**config.mk**
```make
export PLATFORM = sky130hd
export DESIGN_NAME = uart_rx_param
export DESIGN_NICKNAME = d
export VERILOG_FILES = /design/src/rtl/uart_rx_param.sv
export SDC_FILE = /design/constraint.sdc
export NUM_CORES = 1
export LEC_CHECK = 0
export BUFFER_PORTS_ARGS = -buffer_cell sky130_fd_sc_hd__buf_2
export CAP_MARGIN = 40
export CORE_ASPECT_RATIO = 1.2
export CORE_MARGIN = 8
export CORE_UTILIZATION = 52
export DETAILED_ROUTE_END_ITERATION = 7
export PLACE_DENSITY = 0.71
export SYNTH_ARGS = -nofsm -noshare
export SYNTH_HDL_FRONTEND = slang
export SYNTH_SLANG_ARGS = --single-unit
export TNS_END_PERCENT = 100
```
**constraint.sdc**
```tcl
create_clock -name sys_clk -period 4.9 [get_ports sys_clk]
set_input_delay 0.735 -clock sys_clk [delete_from_list [all_inputs] [get_ports sys_clk]]
set_output_delay 0.735 -clock sys_clk [all_outputs]
set_load 0.02 [all_outputs]
```
**src/rtl/uart_rx_param.sv**
```systemverilog
// Parametrised UART receiver: configurable baud divider, data width, parity and stop bits.
// Optional build macro UART_RX_MAJORITY_EN enables 2-of-3 majority voting around mid-bit.
module uart_rx_param #(
    parameter int CLK_FREQ  = 50_000_000,
    parameter int BAUD      = 115200,
    parameter int DATA_BITS = 8,
    parameter int PARITY    = 0,
    parameter int STOP_BITS = 1
) (
    input  logic                 sys_clk,
    input  logic                 rst_n,
    input  logic                 rx,
    output logic [DATA_BITS-1:0] data_out,
    output logic                 data_valid,
    output logic                 parity_err,
    output logic                 frame_err,
    output logic                 busy
);

    localparam int BAUD_DIV = CLK_FREQ / BAUD;
    localparam int CNT_W    = $clog2(BAUD_DIV);

    localparam logic [CNT_W-1:0] CNT_LAST  = CNT_W'(BAUD_DIV - 1);
    localparam logic [CNT_W-1:0] CNT_MID   = CNT_W'(BAUD_DIV / 2);
    localparam logic [3:0]       DATA_LAST = 4'(DATA_BITS - 1);
    localparam logic [3:0]       STOP_LAST = 4'(STOP_BITS - 1);

    typedef enum logic [2:0] {
        S_IDLE,
        S_START,
        S_DATA,
        S_PARITY,
        S_STOP
    } state_t;

    state_t               state_q, state_d;
    logic                 rx_meta, rx_sync, rx_hist;
    logic                 fall;
    logic [CNT_W-1:0]     cnt;
    logic [3:0]           bit_idx;
    logic                 bit_end;
    logic                 decide;
    logic                 bit_val;
    logic                 done;
    logic [DATA_BITS-1:0] shreg;
    logic                 par_bit;
    logic                 par_bad;
    logic                 stop_bad;

    // Synchroniser resets to 1 so a reset release never looks like a start edge.
    always_ff @(posedge sys_clk or negedge rst_n) begin
        if (!rst_n) begin
            {rx_meta, rx_sync, rx_hist} <= 3'b111;
        end else begin
            // NOTE: non-blocking assignments make each flop sample the previous stage's old value.
            rx_meta <= rx;
            rx_sync <= rx_meta;
            rx_hist <= rx_sync;
        end
    end

    assign fall    = rx_hist & ~rx_sync;
    assign bit_end = (cnt == CNT_LAST);

`ifdef UART_RX_MAJORITY_EN
    localparam logic [CNT_W-1:0] CNT_MID_M1 = CNT_W'(BAUD_DIV / 2 - 1);
    localparam logic [CNT_W-1:0] CNT_MID_P1 = CNT_W'(BAUD_DIV / 2 + 1);

    logic maj_a, maj_b;

    always_ff @(posedge sys_clk or negedge rst_n) begin
        if (!rst_n) begin
            maj_a <= 1'b1;
            maj_b <= 1'b1;
        end else begin
            if (cnt == CNT_MID_M1) maj_a <= rx_sync;
            if (cnt == CNT_MID)    maj_b <= rx_sync;
        end
    end

    assign decide  = (cnt == CNT_MID_P1);
    assign bit_val = (maj_a & maj_b) | (maj_a & rx_sync) | (maj_b & rx_sync);
`else
    assign decide  = (cnt == CNT_MID);
    assign bit_val = rx_sync;
`endif

    always_ff @(posedge sys_clk or negedge rst_n) begin
        if (!rst_n) state_q <= S_IDLE;
        else        state_q <= state_d;
    end

    // NOTE: every output of this block gets a default first, so no path can infer a latch.
    always_comb begin
        state_d = state_q;
        done    = 1'b0;
        case (state_q)
            S_IDLE:   if (fall) state_d = S_START;
            S_START: begin
                if (decide && bit_val) state_d = S_IDLE;
                else if (bit_end)      state_d = S_DATA;
            end
            S_DATA: begin
                if (bit_end && bit_idx == DATA_LAST)
                    state_d = (PARITY != 0) ? S_PARITY : S_STOP;
            end
            S_PARITY: if (bit_end) state_d = S_STOP;
            S_STOP: begin
                // Leave half a bit early so a back-to-back start edge is not missed.
                if (decide && bit_idx == STOP_LAST) begin
                    state_d = S_IDLE;
                    done    = 1'b1;
                end
            end
            default:  state_d = S_IDLE;
        endcase
    end

    always_comb begin
        par_bad = 1'b0;
        if (PARITY == 2)      par_bad = (par_bit != ^shreg);
        else if (PARITY == 1) par_bad = (par_bit != ~^shreg);
    end

    always_ff @(posedge sys_clk or negedge rst_n) begin
        if (!rst_n) begin
            cnt      <= '0;
            bit_idx  <= '0;
            shreg    <= '0;
            par_bit  <= 1'b0;
            stop_bad <= 1'b0;
        end else begin
            if (state_q == S_IDLE || state_d != state_q || bit_end) cnt <= '0;
            else                                                     cnt <= cnt + 1'b1;

            if (state_d != state_q) bit_idx <= '0;
            else if (bit_end)       bit_idx <= bit_idx + 1'b1;

            if (state_q == S_DATA && decide)   shreg   <= {bit_val, shreg[DATA_BITS-1:1]};
            if (state_q == S_PARITY && decide) par_bit <= bit_val;

            if (state_q == S_START)                         stop_bad <= 1'b0;
            else if (state_q == S_STOP && decide && !bit_val) stop_bad <= 1'b1;
        end
    end

    // Error flags live only in the data_valid cycle; data_out holds until the next frame.
    always_ff @(posedge sys_clk or negedge rst_n) begin
        if (!rst_n) begin
            data_out   <= '0;
            data_valid <= 1'b0;
            parity_err <= 1'b0;
            frame_err  <= 1'b0;
        end else begin
            data_valid <= done;
            if (done) begin
                data_out   <= shreg;
                parity_err <= par_bad;
                frame_err  <= stop_bad | ~bit_val;
            end else begin
                parity_err <= 1'b0;
                frame_err  <= 1'b0;
            end
        end
    end

    assign busy = (state_q != S_IDLE);

endmodule

```
Word level (Yosys, flattened, before mapping)
Index checks and enable logic that the tools add are counted.

storage, ports and cells
  input bits = 3
  output and inout bits = 12
  flip-flop bits (word level) = 38

cells by class
  muxes and demuxes = 15
  bitwise gates (word level) = 3
  $add $sub $neg = 2
  reduce and logical (&&, ||, !) cells = 14
  equal/unequal tests = 8

operators with widths
  kind                                                                    count
  3-bit 2-to-1 mux                                                        6
  3-bit one-hot mux with 5 select lines                                   1
  9-bit by 1-bit adder with 9-bit output (second input constant)          1
  9-bit by 8-bit equality test with 1-bit output (second input constant)  1
  9-bit equality test (second input constant)                             1
  9-bit 2-to-1 mux                                                        1
  4-bit 2-to-1 mux                                                        2
  3-bit by 2-bit equality test with 1-bit output (second input constant)  2
  1-bit logical AND                                                       6
  1-bit 2-to-1 mux                                                        5
  4-bit by 1-bit adder with 4-bit output (second input constant)          1
  4-bit by 3-bit equality test with 1-bit output (second input constant)  1
  4-bit logical NOT                                                       1
  2-bit nonzero test                                                      2
  3-bit by 1-bit equality test with 1-bit output (second input constant)  1
  3-bit equality test (second input constant)                             1
  3-bit logical NOT                                                       1
  3-bit != test                                                           1
  3-bit nonzero test                                                      1
  1-bit logical OR                                                        2
  1-bit AND                                                               1
  1-bit logical NOT                                                       1
  1-bit inverter                                                          1
  1-bit OR                                                                1

Logic depth before layout (Yosys ltp)
  depth after elaboration = 8
  gate-level depth with buffers = 7

Worst setup path before layout
OpenSTA, ideal clock, no wires.

  kind = reg2reg
  start = reg bit_idx[0]
  end = reg cnt[3]
  setup time = 136 ps
  cell stages (with the launch flop) = 8
  buffers on the path = 1
  slack = 3022 ps
  arrival = 1742 ps
  cells stage by stage = dfrtp_1 inv_1 ha_1 nor3b_1 or3b_1 a221oi_4 buf_6 nor4_1

on the way
  longest elaborated chain between the ends = 8
  elaborated cells between the ends (all ways) = 11
  those cells by class = eq/ne: 2; mux: 4; reduce/logical: 5

RTL lines
  what                                                                                        RTL line  source
  start: declaration                                                                          40        logic [3:0] bit_idx;
  start signal: assignment                                                                    137       else if (bit_end) bit_idx <= bit_idx + 1'b1;
  4-bit by 3-bit equality test with 1-bit output / 4-bit logical NOT (equally long branches)  104, 110
  1-bit logical AND (on tied branches)                                                        104, 110
  3-bit 2-to-1 mux (on tied branches)                                                         104, 110
  3-bit one-hot mux with 5 select lines (*)                                                   97        case (state_q)
  3-bit != test (*)                                                                           133       if (state_q == S_IDLE || state_d != state_q || bit_end) cnt <= '0;
  1-bit logical OR (*) (2 in a row)                                                           133
  9-bit 2-to-1 mux (*)                                                                        133
  end signal: assignment                                                                      134       else cnt <= cnt + 1'b1;
  end: declaration                                                                            39        logic [CNT_W-1:0] cnt;

Every way passes the cells marked *; elsewhere a longest branch is shown, timed or not.
A chain may end at the register's enable or synchronous reset.

Final worst setup path
  start = reg state_q[2]
  end = out busy

on the way
  longest elaborated chain between the ends = 1

RTL lines
  what                      RTL line  source
  start: declaration        36        state_t state_q, state_d;
  start signal: assignment  90        else state_q <= state_d;
  3-bit nonzero test        167       assign busy = (state_q != S_IDLE);
  end: declaration          17        output logic busy

No other way between the ends.

==> results by group <==
Outcome
  – Status: complete, no violations

Run
  – Max cap viols: 0

Drt
  – Vias: 1174
  – DRC violations left: 0
  – First DRT Iteration DRCs: 44
  – Routed Wire Length: 3290 um
  – Final ANT Viol Nets: 0
  – Via/cell ratio: 5.81
  – Post-DR wirelength/cell: 16.3 um
  – Initial DRT Pass Iterations: 4

Worst setup path
  – Worst setup endpoint: busy
  – Critical path launch point type: flip-flop
  – Crit Path Category: flip-flop to output port
  – R2R depth: 6
  – Worst path arrival time: 1.50 ns
  – R2R Setup Slk: 2.69 ns
  – Crit path capture type: output port
  – Crit path launch: state_q[2]
  – Worst reg2reg startpoint: bit_idx[0]
  – Reg2reg end: cnt[5]
  – Critical path required time: 4.16 ns
  – Worst-path fanout max: 10

Synth
  – YS warnings: 0
  – Syn Area/Cell: 12.2 um2
  – Top cell type's share of synthesized area: 48.3%
  – Seq/Total Area, Yosys: 52.6%
  – Leading area contributor after synthesis: dfrtp_1
  – Top cells by area, synth: dfrtp_1 48%, mux2_4 5.8%, nor4_1 5.2%
  – Syn nets: 156
  – Synthesized instance count: 149
  – Synthesis-stage register bit count: 38
  – Post-synth cell types: 38
  – Netlist Area Pre-Place: 1810 um2

Clocking
  – H-tree depth: 2
  – Worst-Skew Late Latency: 0.29 ns
  – Clock-pin slew on the worst setup and hold paths: 0.07 ns
  – CTS tree: yes
  – Clock Path Buffers: 2
  – Post-CTS Setup Repair Bufs: 0
  – Num CTS Buffers: 5
  – Post_cts resized: 0
  – Post-CTS Hold Buffers: 0
  – Clk sinks: 38
  – Root Buffer Master: clkbuf_8

Floorplan
  – Initial Util: 54.3%
  – Die W: 69.9 um
  – Vert. Die Dim: 80.7 um
  – Core Area: 3340 um2
  – I/O pin count: 15
  – Row Count: 23
  – Die ar.: 5640 um2

Timing
  – Setup Skew: 0.00692 ns
  – Final period utilization: 45.5%
  – Crit path time final: 2.23 ns
  – RSZ-0062 raised after global routing: no
  – Rel. slew slack: 45.2%
  – Max-slew violations: 0
  – Final-report hold violation count: 0
  – Total negative slack: 0 ns
  – Fmax: 448 MHz
  – Slew at the pin with the worst max-slew slack: 0.822 ns
  – Final setup vio count: 0

Min path
  – Hold Crit Class: flip-flop to flip-flop
  – Hold Crit Start: rx_meta

GRT
  – Grt ovf: 0
  – First-pass GRT wire length: 5870 um
  – Largest net degree at the start of global routing: 39
  – Aggregate global-route resource usage: 12.8%
  – Initial antenna violation count: 0
  – Vias in the first global route: 1277

Power and ir drop
  – IR Drop Worst-Case VDD: 0.290 mV
  – Design Power: 771 uW
  – P_leak: 0.977 nW
  – Power per cell area: 383 nW/um2

Layout
  – Ratio of cells with drive above 1 in the final layout: 27.3%
  – Final #Nets: 171
  – Combined area of the multi-input logic cells: 766 um2
  – # fillers: 274
  – Area growth, synth to finish: 11.0%
  – FF+latch area: 955 um2
  – Most frequent cells in the layout: 35 x dfrtp_1, 15 x nor4_1, 13 x buf_2
  – Ant diodes: 0
  – Most frequent standard cell in the layout excluding fill and tap cells: dfrtp_1

Placed design
  – Input/output buffers: 13
  – Placer Congestion: 0.917
  – DP HPWL: 2340 um
## worst min-delay path by stage
| stage | end | slack, ns | cells past startpoint |
|---|---|---|---|
| after floorplan | bit_val | 0.35 | 0 |
| final | bit_val | 0.36 | 0 |
| after global routing | bit_val | 0.36 | 0 |
| after global placement | bit_val | 0.35 | 0 |
| after detailed placement | bit_val | 0.35 | 0 |
| after CTS | bit_val | 0.36 | 0 |
## Yosys cell counts
library cell / number
dfrtp_1: 35
nor4_1: 15
inv_1: 12
mux2_2: 8
nor2_1: 8
xnor2_1: 8
mux2_4: 7
nand2_1: 6
nand3_1: 6
a21oi_1: 4
ha_1: 4
dfstp_2: 3
nor3_1: 3
buf_6: 2
nand4bb_1: 2
o21ai_0: 2
o22ai_1: 2
xor2_1: 2
a221oi_4: 1
a31o_2: 1
a31oi_1: 1
and3b_1: 1
and4b_1: 1
and4bb_2: 1
buf_2: 1
buf_4: 1
clkbuf_8: 1
conb_1: 1
nand4_1: 1
nand4_2: 1
nand4b_1: 1
nand4b_4: 1
nor3b_1: 1
o31a_2: 1
o41ai_1: 1
or2_1: 1
or3b_1: 1
or4_1: 1
## where the power goes
| part | total, mW | switching [mW] | leakage (nW) | internal (mW) |
|---|---|---|---|---|
| clock | 0.315 | 0.111 | 0.0683 | 0.204 |
| combinational | 0.0881 | 0.0487 | 0.399 | 0.0393 |
| sequential | 0.368 | 0.0315 | 0.510 | 0.337 |
## sequential cells by signal, summed over array words and instances (netlist names)
name        cells
cnt             9
data_out        8
shreg           8
bit_idx         4
state_q         3
bit_val         1
data_valid      1
frame_err       1
rx_hist         1
rx_meta         1
stop_bad        1
## stage by stage
step           setup slack [ns]  std cells  utilization (%)  hold slack, ns  cell area (um2)
2_1_floorplan              3.02        149                -           0.345             1810
3_5_place_dp               2.68        194             56.2           0.353             1880
4_1_cts                    2.66        202             60.3           0.364             2010
3_3_place_gp               2.80        194             56.2           0.346             1880
5_1_grt                    2.52        202             60.3           0.364             2010
6_report                   2.67        202             60.3           0.361             2010
## cell families (layout without fill, tap and decap cells)
kind of cell               Yosys count  count (layout)  share of synthesized area [%]
other                                1               1                          0.207
AOI/OAI and AO/OA                   13              13                           5.66
muxes                               15              15                           10.8
and+or+nand+nor                     51              51                           18.0
DFF                                 38              38                           52.6
buffers and inverters               17              33                           5.17
adders and majority gates            4               4                           2.76
xor gates and xnor gates            10              10                           4.83
## final cells by class
| cell class | count | area share [%] |
|---|---|---|
| clock buffer | 5 | 3.42 |
| clock inverter | 3 | 3.42 |
| inverter | 12 | 2.24 |
| multi-input combinational | 94 | 38.0 |
| sequential | 38 | 47.4 |
| tap | 37 | 2.30 |
| timing repair buffer | 13 | 3.23 |
## worst max-delay path: stages (launching register included)
cell	delay [ns]
dfrtp_1	0.49
nor3_1	0.40
inv_1	0.13
buf_2	0.18
## metal layers
metal	GRT usage, %	wire length (um)
met1	14.4	1460
met2	21.2	1620
met3	4.06	126
met4	7.44	77
met5	0	0
Note: power is estimated with default switching activity, not from simulation.
